File: config.mk
export PLATFORM = sky130hd
export DESIGN_NAME = systolic_array_os_flat
export DESIGN_NICKNAME = d
export VERILOG_FILES = /design/src/rtl/sys_array_pkg.sv /design/src/rtl/systolic_array_os_if.sv /design/src/rtl/pe_mac.sv /design/src/rtl/systolic_array_os.sv /design/src/flat_wrapper.sv
export SDC_FILE = /design/constraint.sdc
export NUM_CORES = 2
export LEC_CHECK = 0
export CAP_MARGIN = 15
export CORE_MARGIN = 1
export CORE_UTILIZATION = 30
export CTS_BUF_LIST = sky130_fd_sc_hd__clkbuf_16
export CTS_CLUSTER_DIAMETER = 120
export DETAILED_ROUTE_END_ITERATION = 16
export HOLD_SLACK_MARGIN = 0.15
export PLACE_DENSITY = 0.44
export SLEW_MARGIN = 30
export SYNTH_ARGS = -nofsm -noshare
export SYNTH_HDL_FRONTEND = slang
export SYNTH_HIERARCHICAL = 1
export SYNTH_SLANG_ARGS = --single-unit
File: constraint.sdc
create_clock -name clk -period 15.5 [get_ports clk]
set_input_delay 4.65 -clock clk [delete_from_list [all_inputs] [get_ports clk]]
set_output_delay 4.65 -clock clk [all_outputs]
set_load 0.05 [all_outputs]
File: src/rtl/sys_array_pkg.sv
// Shared definitions for the output-stationary systolic array.
package sys_array_pkg;

  localparam int unsigned DefaultRow  = 4;
  localparam int unsigned DefaultCol  = 4;
  localparam int unsigned DefaultEs   = 8;
  localparam int unsigned DefaultKMax = 64;

  typedef enum logic [1:0] {
    StIdle,
    StFeed,
    StFlush,
    StDrain
  } state_e;

endpackage

File: src/rtl/systolic_array_os_if.sv
// Job control, operand stream and result stream of the systolic array.
interface systolic_array_os_if
  import sys_array_pkg::*;
#(
  parameter int unsigned ROW   = DefaultRow,
  parameter int unsigned COL   = DefaultCol,
  parameter int unsigned ES    = DefaultEs,
  parameter int unsigned K_MAX = DefaultKMax,
  parameter int unsigned ACC_W = 2 * ES + $clog2(K_MAX)
);
  localparam int unsigned KW = $clog2(K_MAX + 1);
  localparam int unsigned RW = $clog2(ROW);

  logic                 start;
  logic [KW-1:0]        k_len;
  logic                 signed_mode;
  logic                 in_vld;
  logic                 in_rdy;
  logic [ROW*ES-1:0]    a_vec;
  logic [COL*ES-1:0]    b_vec;
  logic                 out_vld;
  logic                 out_rdy;
  logic [COL*ACC_W-1:0] out_row;
  logic [RW-1:0]        out_row_idx;
  logic                 out_last;
  logic                 busy;
  logic                 done;

  modport master (
    output start, k_len, signed_mode, in_vld, a_vec, b_vec, out_rdy,
    input  in_rdy, out_vld, out_row, out_row_idx, out_last, busy, done
  );

  modport slave (
    input  start, k_len, signed_mode, in_vld, a_vec, b_vec, out_rdy,
    output in_rdy, out_vld, out_row, out_row_idx, out_last, busy, done
  );

endinterface

File: src/rtl/pe_mac.sv
// One multiply-accumulate cell: registered a/b pass-through plus a local accumulator.
module pe_mac #(
  parameter int unsigned ES    = 8,
  parameter int unsigned ACC_W = 22
) (
  input  logic             clk,
  input  logic             rst_n,
  input  logic             i_clr,
  input  logic             i_signed,
  input  logic [ES-1:0]    i_a,
  input  logic             i_a_vld,
  input  logic [ES-1:0]    i_b,
  input  logic             i_b_vld,
  output logic [ES-1:0]    o_a,
  output logic             o_a_vld,
  output logic [ES-1:0]    o_b,
  output logic             o_b_vld,
  output logic [ACC_W-1:0] o_acc
);

  logic signed [ES:0]     w_a_ext;
  logic signed [ES:0]     w_b_ext;
  logic signed [2*ES+1:0] w_prod;
  logic [ACC_W-1:0]       w_prod_ext;
  logic [ES-1:0]          r_a;
  logic [ES-1:0]          r_b;
  logic                   r_a_vld;
  logic                   r_b_vld;
  logic [ACC_W-1:0]       r_acc;

  // One extra bit lets a single signed multiplier cover both modes.
  assign w_a_ext    = {i_signed & i_a[ES-1], i_a};
  assign w_b_ext    = {i_signed & i_b[ES-1], i_b};
  assign w_prod     = w_a_ext * w_b_ext;
  assign w_prod_ext = {{(ACC_W - 2 * ES - 2){w_prod[2*ES+1]}}, w_prod};

  // Forward operands one hop and accumulate on a matched operand pair.
  always_ff @(posedge clk) begin
    if (!rst_n) begin
      r_a     <= '0;
      r_b     <= '0;
      r_a_vld <= 1'b0;
      r_b_vld <= 1'b0;
      r_acc   <= '0;
    end else begin
      r_a     <= i_a;
      r_b     <= i_b;
      r_a_vld <= i_a_vld;
      r_b_vld <= i_b_vld;
      if (i_clr) begin
        r_acc <= '0;
      end else if (i_a_vld && i_b_vld) begin
        r_acc <= r_acc + w_prod_ext;
      end
    end
  end

  assign o_a     = r_a;
  assign o_b     = r_b;
  assign o_a_vld = r_a_vld;
  assign o_b_vld = r_b_vld;
  assign o_acc   = r_acc;

endmodule

File: src/rtl/systolic_array_os.sv
// Output-stationary ROW x COL systolic matrix multiplier, C = A * B, drained row by row.
module systolic_array_os
  import sys_array_pkg::*;
#(
  parameter int unsigned ROW   = DefaultRow,
  parameter int unsigned COL   = DefaultCol,
  parameter int unsigned ES    = DefaultEs,
  parameter int unsigned K_MAX = DefaultKMax,
  parameter int unsigned ACC_W = 2 * ES + $clog2(K_MAX)
) (
  input logic               clk,
  input logic               rst_n,
  systolic_array_os_if.slave bus
);

  localparam int unsigned KW = $clog2(K_MAX + 1);
  localparam int unsigned RW = $clog2(ROW);
  localparam int unsigned FW = $clog2(ROW + COL);

  state_e               r_state, w_state_d;
  logic [KW-1:0]        r_k_tgt, r_k_cnt, w_k_clamp;
  logic [FW-1:0]        r_flush_cnt;
  logic [RW-1:0]        r_row_idx;
  logic                 r_signed;
  logic                 w_start, w_fire, w_in_rdy, w_out_vld, w_busy, w_done;
  logic [COL*ACC_W-1:0] w_row;
  logic                 w_unused_edge;

  logic [ES-1:0]    w_a   [ROW][COL+1];
  logic             w_av  [ROW][COL+1];
  logic [ES-1:0]    w_b   [ROW+1][COL];
  logic             w_bv  [ROW+1][COL];
  logic [ACC_W-1:0] w_acc [ROW][COL];

  assign w_k_clamp = (bus.k_len > KW'(K_MAX)) ? KW'(K_MAX) : bus.k_len;
  assign w_fire    = bus.in_vld & w_in_rdy;

  // Next-state and handshake decode.
  always_comb begin
    w_state_d = r_state;
    w_in_rdy  = 1'b0;
    w_out_vld = 1'b0;
    w_busy    = 1'b1;
    w_done    = 1'b0;
    w_start   = 1'b0;
    unique case (r_state)
      StIdle: begin
        w_busy = 1'b0;
        if (bus.start) begin
          w_start   = 1'b1;
          w_state_d = (w_k_clamp == '0) ? StDrain : StFeed;
        end
      end
      StFeed: begin
        w_in_rdy = 1'b1;
        if (w_fire && (r_k_cnt == r_k_tgt - KW'(1))) w_state_d = StFlush;
      end
      StFlush: begin
        if (r_flush_cnt == FW'(ROW + COL - 2)) w_state_d = StDrain;
      end
      StDrain: begin
        w_out_vld = 1'b1;
        if (bus.out_rdy && (r_row_idx == RW'(ROW - 1))) begin
          w_done    = 1'b1;
          w_state_d = StIdle;
        end
      end
      default: w_state_d = StIdle;
    endcase
  end

  // State register, job parameters and beat/flush/row counters.
  always_ff @(posedge clk) begin
    if (!rst_n) begin
      r_state     <= StIdle;
      r_k_tgt     <= '0;
      r_k_cnt     <= '0;
      r_flush_cnt <= '0;
      r_row_idx   <= '0;
      r_signed    <= 1'b0;
    end else begin
      r_state <= w_state_d;
      if (w_start) begin
        r_k_tgt  <= w_k_clamp;
        r_k_cnt  <= '0;
        r_signed <= bus.signed_mode;
      end else if (w_fire) begin
        r_k_cnt <= r_k_cnt + KW'(1);
      end
      r_flush_cnt <= (r_state == StFlush) ? r_flush_cnt + FW'(1) : '0;
      if (r_state == StIdle) begin
        r_row_idx <= '0;
      end else if (w_out_vld && bus.out_rdy) begin
        r_row_idx <= r_row_idx + RW'(1);
      end
    end
  end

  // Input skew: A lane r and B lane c enter the array r and c cycles late respectively.
  for (genvar gr = 0; gr < ROW; gr++) begin : g_a_skew
    if (gr == 0) begin : g_direct
      assign w_a[0][0]  = bus.a_vec[ES-1:0];
      assign w_av[0][0] = w_fire;
    end else begin : g_dly
      logic [ES-1:0] r_sh  [gr];
      logic          r_vsh [gr];
      // Shift lane data and beat valid together.
      always_ff @(posedge clk) begin
        if (!rst_n) begin
          for (int i = 0; i < gr; i++) begin
            r_sh[i]  <= '0;
            r_vsh[i] <= 1'b0;
          end
        end else begin
          r_sh[0]  <= bus.a_vec[gr*ES +: ES];
          r_vsh[0] <= w_fire;
          for (int i = 1; i < gr; i++) begin
            r_sh[i]  <= r_sh[i-1];
            r_vsh[i] <= r_vsh[i-1];
          end
        end
      end
      assign w_a[gr][0]  = r_sh[gr-1];
      assign w_av[gr][0] = r_vsh[gr-1];
    end
  end

  for (genvar gc = 0; gc < COL; gc++) begin : g_b_skew
    if (gc == 0) begin : g_direct
      assign w_b[0][0]  = bus.b_vec[ES-1:0];
      assign w_bv[0][0] = w_fire;
    end else begin : g_dly
      logic [ES-1:0] r_sh  [gc];
      logic          r_vsh [gc];
      // Shift lane data and beat valid together.
      always_ff @(posedge clk) begin
        if (!rst_n) begin
          for (int i = 0; i < gc; i++) begin
            r_sh[i]  <= '0;
            r_vsh[i] <= 1'b0;
          end
        end else begin
          r_sh[0]  <= bus.b_vec[gc*ES +: ES];
          r_vsh[0] <= w_fire;
          for (int i = 1; i < gc; i++) begin
            r_sh[i]  <= r_sh[i-1];
            r_vsh[i] <= r_vsh[i-1];
          end
        end
      end
      assign w_b[0][gc]  = r_sh[gc-1];
      assign w_bv[0][gc] = r_vsh[gc-1];
    end
  end

  for (genvar gr = 0; gr < ROW; gr++) begin : g_row
    for (genvar gc = 0; gc < COL; gc++) begin : g_col
      pe_mac #(
        .ES   (ES),
        .ACC_W(ACC_W)
      ) u_pe (
        .clk     (clk),
        .rst_n   (rst_n),
        .i_clr   (w_start),
        .i_signed(r_signed),
        .i_a     (w_a[gr][gc]),
        .i_a_vld (w_av[gr][gc]),
        .i_b     (w_b[gr][gc]),
        .i_b_vld (w_bv[gr][gc]),
        .o_a     (w_a[gr][gc+1]),
        .o_a_vld (w_av[gr][gc+1]),
        .o_b     (w_b[gr+1][gc]),
        .o_b_vld (w_bv[gr+1][gc]),
        .o_acc   (w_acc[gr][gc])
      );
    end
  end

  // Operands leaving the right and bottom edges have no consumer.
  always_comb begin
    w_unused_edge = 1'b0;
    for (int r = 0; r < ROW; r++) w_unused_edge = w_unused_edge ^ (^w_a[r][COL]) ^ w_av[r][COL];
    for (int c = 0; c < COL; c++) w_unused_edge = w_unused_edge ^ (^w_b[ROW][c]) ^ w_bv[ROW][c];
  end

  // Select the accumulator row being drained; zero outside DRAIN.
  always_comb begin
    w_row = '0;
    if (r_state == StDrain) begin
      for (int c = 0; c < COL; c++) w_row[c*ACC_W +: ACC_W] = w_acc[r_row_idx][c];
    end
  end

  assign bus.in_rdy      = w_in_rdy;
  assign bus.out_vld     = w_out_vld;
  assign bus.out_row     = w_row;
  assign bus.out_row_idx = r_row_idx;
  assign bus.out_last    = w_out_vld && (r_row_idx == RW'(ROW - 1));
  assign bus.busy        = w_busy;
  assign bus.done        = w_done;

endmodule

File: src/flat_wrapper.sv
// flat-port wrapper written by rule: the top's interface ports become plain ports
module systolic_array_os_flat import sys_array_pkg::*;
#(
  parameter int unsigned ROW   = DefaultRow,
  parameter int unsigned COL   = DefaultCol,
  parameter int unsigned ES    = DefaultEs,
  parameter int unsigned K_MAX = DefaultKMax,
  parameter int unsigned ACC_W = 2 * ES + $clog2(K_MAX)
)
  (clk, rst_n, bus_start, bus_k_len, bus_signed_mode, bus_in_vld, bus_a_vec, bus_b_vec, bus_out_rdy, bus_in_rdy, bus_out_vld, bus_out_row, bus_out_row_idx, bus_out_last, bus_busy, bus_done);
  systolic_array_os_if #(.ROW(ROW), .COL(COL), .ES(ES), .K_MAX(K_MAX), .ACC_W(ACC_W)) bus_i ();
  input logic clk;
  input logic rst_n;
  input wire logic [$bits(bus_i.start)-1:0] bus_start;
  input wire logic [$bits(bus_i.k_len)-1:0] bus_k_len;
  input wire logic [$bits(bus_i.signed_mode)-1:0] bus_signed_mode;
  input wire logic [$bits(bus_i.in_vld)-1:0] bus_in_vld;
  input wire logic [$bits(bus_i.a_vec)-1:0] bus_a_vec;
  input wire logic [$bits(bus_i.b_vec)-1:0] bus_b_vec;
  input wire logic [$bits(bus_i.out_rdy)-1:0] bus_out_rdy;
  output wire logic [$bits(bus_i.in_rdy)-1:0] bus_in_rdy;
  output wire logic [$bits(bus_i.out_vld)-1:0] bus_out_vld;
  output wire logic [$bits(bus_i.out_row)-1:0] bus_out_row;
  output wire logic [$bits(bus_i.out_row_idx)-1:0] bus_out_row_idx;
  output wire logic [$bits(bus_i.out_last)-1:0] bus_out_last;
  output wire logic [$bits(bus_i.busy)-1:0] bus_busy;
  output wire logic [$bits(bus_i.done)-1:0] bus_done;
  assign bus_i.start = bus_start;
  assign bus_i.k_len = bus_k_len;
  assign bus_i.signed_mode = bus_signed_mode;
  assign bus_i.in_vld = bus_in_vld;
  assign bus_i.a_vec = bus_a_vec;
  assign bus_i.b_vec = bus_b_vec;
  assign bus_i.out_rdy = bus_out_rdy;
  assign bus_in_rdy = bus_i.in_rdy;
  assign bus_out_vld = bus_i.out_vld;
  assign bus_out_row = bus_i.out_row;
  assign bus_out_row_idx = bus_i.out_row_idx;
  assign bus_out_last = bus_i.out_last;
  assign bus_busy = bus_i.busy;
  assign bus_done = bus_i.done;
  systolic_array_os #(.ROW(ROW), .COL(COL), .ES(ES), .K_MAX(K_MAX), .ACC_W(ACC_W)) u_core (.clk(clk), .rst_n(rst_n), .bus(bus_i));
endmodule
# After elaboration in Yosys (flattened, before gate mapping)
# Memory sizes are Yosys's and may differ from the RTL's.
# Index checks and enable logic that the tools add are counted.
[word_totals]
out_inout_bits = 95
reg_bits = 587
input_bits = 77
mem_count = 12
ramBits = 108
[memory_table]
columns = ["memory", "words", "word_bits", "read_ports", "rd_clocked_by_memory_dff", "wr", "line_no", "source"]
rows = [
  ["u_core.g_a_skew[3].g_dly.r_sh", 3, 8, 3, 0, 3, "systolic_array_os.sv:105", "logic [ES-1:0] r_sh [gr];"],
  ["u_core.g_b_skew[3].g_dly.r_sh", 3, 8, 3, 0, 3, "systolic_array_os.sv:133", "logic [ES-1:0] r_sh [gc];"],
  ["u_core.g_a_skew[2].g_dly.r_sh", 2, 8, 2, 0, 2, "systolic_array_os.sv:105", ""],
  ["u_core.g_b_skew[2].g_dly.r_sh", 2, 8, 2, 0, 2, "systolic_array_os.sv:133", ""],
  ["u_core.g_a_skew[1].g_dly.r_sh", 1, 8, 1, 0, 1, "systolic_array_os.sv:105", ""],
  ["u_core.g_b_skew[1].g_dly.r_sh", 1, 8, 1, 0, 1, "systolic_array_os.sv:133", ""],
  ["+6 memories", "-", "-", "-", "-", "-", "-", ""],
]
[op_classes]
n_mul = 16
n_eq_ne = 10
add_sub_neg = 20
reduce_logical = 29
order_cmp = 2
muxes = 48
n_bitwise = 55
[op_table]
columns = ["operator", "count"]
rows = [
  ["adder 22 bit", 16],
  ["multiplier 9 x 9 -> 18 bit", 16],
  ["two-way mux 88 bit", 3],
  ["binary-select mux 88 bit (select 2 bit)", 1],
  ["two-way mux 8 bit", 12],
  ["bitwise AND 1 bit", 33],
  ["two-way mux 1 bit", 25],
  ["OR 1 bit", 20],
  ["logical AND 1 bit", 19],
  ["OR reduction 8 bit", 2],
  ["two-way mux 2 bit", 5],
  ["case mux 2 bit (4 select lines)", 1],
  ["adder 7 x 1 -> 7 bit, second input constant", 1],
  ["== test 7 bit", 1],
  ["> comparator 7 bit, second input constant", 1],
  ["logical NOT 7 bit", 1],
  ["two-way mux 7 bit", 1],
  ["subtractor 7 x 1 -> 7 bit, second input constant", 1],
  ["== test 2 bit, second input constant", 3],
  ["inequality test 2 x 1 -> 1 bit, second input constant", 3],
  ["AND reduction 4 bit", 1],
  ["OR reduction 2 bit", 2],
  ["adder 3 x 1 -> 3 bit, second input constant", 1],
  ["== test 3 bit, second input constant", 1],
  ["9 further kinds", 10],
]

# Longest topological paths before layout
[depth]
depth_word = 6
ltp_mapped = 31
mapped_depth_nobuf = 30

# By module
# The synthesis kept the hierarchy.
[by_module_without_submodules]
columns = ["mod", "area_per_inst_um2", "n_inst", "cells_per_inst", "seq_area_each_um2"]
rows = [
  ["pe_mac (u_core.g_row[1].g_col[2].u_pe ...)", 5272.6, 5, 597, 800.8],
  ["pe_mac (u_core.g_row[0].g_col[0].u_pe ...)", 5288.8, 4, 605, 800.8],
  ["pe_mac (u_core.g_row[3].g_col[0].u_pe ...)", 5282.6, 3, 599, 800.8],
  ["systolic_array_os", 6536.3, 1, 557, 2442.3],
  ["pe_mac (u_core.g_row[2].g_col[3].u_pe)", 5455.2, 1, 615, 800.8],
  ["pe_mac (u_core.g_row[3].g_col[3].u_pe)", 5327.6, 1, 610, 800.8],
  ["pe_mac (u_core.g_row[1].g_col[1].u_pe)", 5310.1, 1, 605, 800.8],
  ["pe_mac (u_core.g_row[0].g_col[1].u_pe)", 5285.1, 1, 605, 800.8],
]

# Worst setup path before layout
# OpenSTA, ideal clock, no wires.
[synth_timing]
path_type = "input to register"
startpoint = "input bus_b_vec[7]"
endpoint = "register u_core.g_row[0].g_col[0].u_pe.r_acc[20]"
path_slack_ns = 4.754
cell_stages = 27
setup_time_ns = 0.132
arrival_time_ns = 10.614
required_ns = 15.368
path_cell_list = "nand2_1 or2_2 fa_1 fa_1 inv_1 fa_1 fa_1 inv_1 fa_1 inv_1 ha_1 o21ai_1 o21ai_0 o21ai_0 nand2b_1 a21oi_1 xnor2_1 ha_1 clkbuf_1 a21oi_1 o21ai_0 a21o_1 a221oi_2 a21oi_1 or3_1 nand3_1 a21oi_1"
[synth_between]
elab_chain_len = 3
[synth_rtl]
columns = ["element", "line_no", "source"]
rows = [
  ["from (decl)", "flat_wrapper.sv:19", "input wire logic [$bits(bus_i.b_vec)-1:0] bus_b_vec;"],
  ["bitwise AND 1 bit", "pe_mac.sv:33", "assign w_b_ext = {i_signed & i_b[ES-1], i_b};"],
  ["multiplier 9 x 9 -> 18 bit *", "pe_mac.sv:34", "assign w_prod = w_a_ext * w_b_ext;"],
  ["adder 22 bit *", "pe_mac.sv:53", "r_acc <= r_acc + w_prod_ext;"],
  ["to (signal assigned)", "pe_mac.sv:53", ""],
  ["to (decl)", "pe_mac.sv:29", "logic [ACC_W-1:0] r_acc;"],
]
# Every way passes the cells marked *; elsewhere a longest branch is shown, timed or not.
# A chain may end at the register's enable or synchronous reset.

# Worst setup path after layout
[layout_timing]
startpoint = "input bus_b_vec[7]"
endpoint = "register u_core.g_row[0].g_col[0].u_pe.r_acc[21]"
# The elaborated chain is that of the path after synthesis.

==> qor.yml <==
routing:
  route.vias.total: 66500
  wl_per_cell_um: 18.3
  drt.antenna.violating_nets: 0
  wl_mm: 256
  post_drt_via_cell_ratio: 4.76
  detailedRoute.firstIterationViolations: 3174
  drtPass1Iterations: 5
  remaining_drc_errors: 0
worst_setup_path:
  worstRegToRegCells: 29
  crit_required_ns: 16.14
  critPathTopFamily: "adder cells"
  origin_of_the_worst_setup_path: "bus_b_vec[7]"
  kind_of_end_point_of_the_critical_path: "register"
  worstReg2RegStart: "u_core/r_signed"
  critPathBufInv: 4
  reg2reg_slack_ns: 6.87
  arrival_time_at_the_worst_endpoint_ns: 12.05
  critical_path.max_fanout: 11
  worst_setup_path_start_kind: "input port"
  critical_path.endpoint: "u_core/g_row[0].g_col[0].u_pe/o_acc[21]"
  cp_slowest_stage_delay_ns: 0.69
  worst_path_most_repeated_cell: "fa_1"
  cp_num_cells: 27
  critPathSlowestCell: "clkdlybuf4s50_1"
  reg2reg_to: "u_core/g_row[1].g_col[1].u_pe/o_acc[21]"
  critical_path_class: "in2reg"
grt:
  largest_net_degree_at_the_start_of_global_routing: 121
  global_route.overflow_total: 0
  grtUsageTotal: 0.172
  global_route.peak_usage_layer: "met2"
  initial_antenna_violation_count: 19
  met3_resource_use_gr: 0.0137
  globalRouteMet1Util: 0.236
  grt_pass1_wl_mm: 407
  first_global_vias: 70100
  gr-usage-met2: 0.294
clock_network:
  cts_tree: "done"
  cts.repair.resized: 0
  buffer_levels_on_the_longest_clock_path: 3
  holdBufCountCts: 0
  clk_transition_reported_paths_ns: 0.06
  clock_sink_count: 690
  worst_skew_pair.late_latency_ns: 0.73
  cts-buffers-inserted: 95
  ctsHtreeMaxLevel: 3
  cts_root_buffer: "clkbuf_16"
  postCtsSetupRepairBufs: 0
die:
  floorplan.die_area_um2: 300000
  placement_rows: 200
  fp.coreArea_um2: 297000
  dieWidth_um: 548
  pin_count: 172
  die_y_um: 548
  initial_cell_density_of_the_core: 0.301
finish:
  multi_input_comb_area_um2: 68700
  areaGrowthSynthToFinish_pct: 9.66
  seqCellArea_um2: 13800
  num-fill-cells: 30900
  final_layout_size_suffix_gt1_frac: 0.0441
  finish.net_count: 12100
pwr:
  power-per-cell-area_nw_per_um2: 56.0
  internal-power_mw: 3.71
  comb_power_share: 0.226
  seq_power_share: 0.345
  clkPwrFrac: 0.430
  finalPower_mw: 5.49
  vdd_ir_drop_max_mv: 0.0749
  netSwitchingFraction: 0.324
  switching_power_mw: 1.78
  power.static_leakage_nw: 48.4
timing:
  max_freq_ghz: 0.0876
  tns_ns: 0
  finalHoldViolations: 0
  final-setup-viol-count: 0
  final.setup_skew_ns: 0.0478
  setup_repair_after_global_routing_missed_its_margin: "false"
  drv_slew: 0
  final_period_minus_worst_setup_slack_ns: 11.41
  tightestPinTransition_ns: 0.992
  max-slew-margin-rel: 0.334
  final.period_utilization: 0.736
place:
  port_buffers: 171
  hpwl_mm: 209
  globalplace.congestion: 0.842
status:
  status: "finished clean"
synth:
  synth.avg_cell_area_um2: 8.89
  postSynthNetCount: 12300
  postSynthCellCount: 10000
  netlist_area_um2: 89400
  yosysWarningCount: 6
job:
  number_of_maximum_capacitance_constraint_violations: 0
hold_path:
  worstHoldPathType: "reg2reg"
## power groups by stage
stage	clock network (mW)	registers, mW	logic, mW
after floorplan	0	1.86	0.960
after global routing	2.51	1.90	1.42
final	2.36	1.89	1.24
after global placement	0	1.93	1.25
after CTS	2.45	1.89	1.26
after detailed placement	0	1.93	1.25
## per-layer routing
metal	vias to the layer above	wire length [µm]
met5	-	0
met1	33100	123000
met3	217	6740
met2	876	121000
met4	0	5020
li1	32300	-
## worst min path at each step
stage                                         startpoint  cells past startpoint                              endpoint
finish              u_core/g_a_skew[3].g_dly.r_vsh[0][0]                      1  u_core/g_a_skew[3].g_dly.r_vsh[0][1]
global route         u_core/g_a_skew[2].g_dly.r_sh[0][4]                      1  u_core/g_a_skew[2].g_dly.r_sh[0][12]
CTS                  u_core/g_a_skew[2].g_dly.r_sh[0][5]                      1  u_core/g_a_skew[2].g_dly.r_sh[0][13]
detailed placement   u_core/g_a_skew[2].g_dly.r_sh[0][5]                      1  u_core/g_a_skew[2].g_dly.r_sh[0][13]
global placement     u_core/g_a_skew[2].g_dly.r_sh[0][6]                      1  u_core/g_a_skew[2].g_dly.r_sh[0][14]
floorplan            u_core/g_a_skew[2].g_dly.r_sh[0][2]                      1  u_core/g_a_skew[2].g_dly.r_sh[0][10]
## sequential cells by signal (all words and copies together), names as in the netlist, 12 cells and up
register and flops:
u_core/g_row.g_col.u_pe/o_b 96, u_core/g_a_skew.g_dly.r_sh 48, u_core/g_row.g_col.u_pe/o_b_vld 12, u_core/g_row.g_col.u_pe/o_a 96, u_core/g_b_skew.g_dly.r_sh 48, u_core/g_row.g_col.u_pe/o_a_vld 12, u_core/g_row.g_col.u_pe/o_acc 352
## metrics by stage
stage | cells | cell area (µm²) | setup WS [ns] | hold WS [ns] | util
4_1_cts | 14000 | 98000 | 4.12 | 0.430 | 0.330
6_report | 14000 | 98000 | 4.09 | 0.427 | 0.331
3_3_place_gp | 13800 | 94700 | 3.37 | 0.413 | 0.319
3_5_place_dp | 13800 | 94700 | 3.36 | 0.417 | 0.319
5_1_grt | 14000 | 98000 | 3.61 | 0.446 | 0.330
2_1_floorplan | 10000 | 89400 | 4.75 | 0.412 | -
## worst register-to-register path: cells and delay by family, from the launching register on
family	cells	cell delay, ns
adders and majority gates	7	3.37
and+or+nand+nor	7	1.86
AOI/OAI and AO/OA	8	1.63
buffers and inverters	5	0.69
DFF	1	0.59
xor gates and xnor gates	2	0.43
## cells in the final DEF, fill, tap and decap left out, types with 98 or more instances in the layout
master / n
nor2_1: 447
ha_1: 1000
and2_1: 938
a21oi_1: 580
nand2_1: 1211
dfxtp_1: 687
nand3_1: 107
xnor2_1: 408
clkdlybuf4s50_1: 170
fa_1: 1136
clkbuf_16: 98
a21o_1: 191
inv_1: 1432
o21ai_0: 172
xor2_1: 144
## area by class of cell
type                       count  area share
antenna                       13    0.000332
clock buffer                  98      0.0250
clock inverter                77     0.00846
inverter                    1420      0.0544
multi-input combinational   7530       0.701
sequential                   690       0.141
tap                         3939      0.0503
timing repair buffer         198      0.0200
Note: power is estimated with default switching activity, not from simulation.
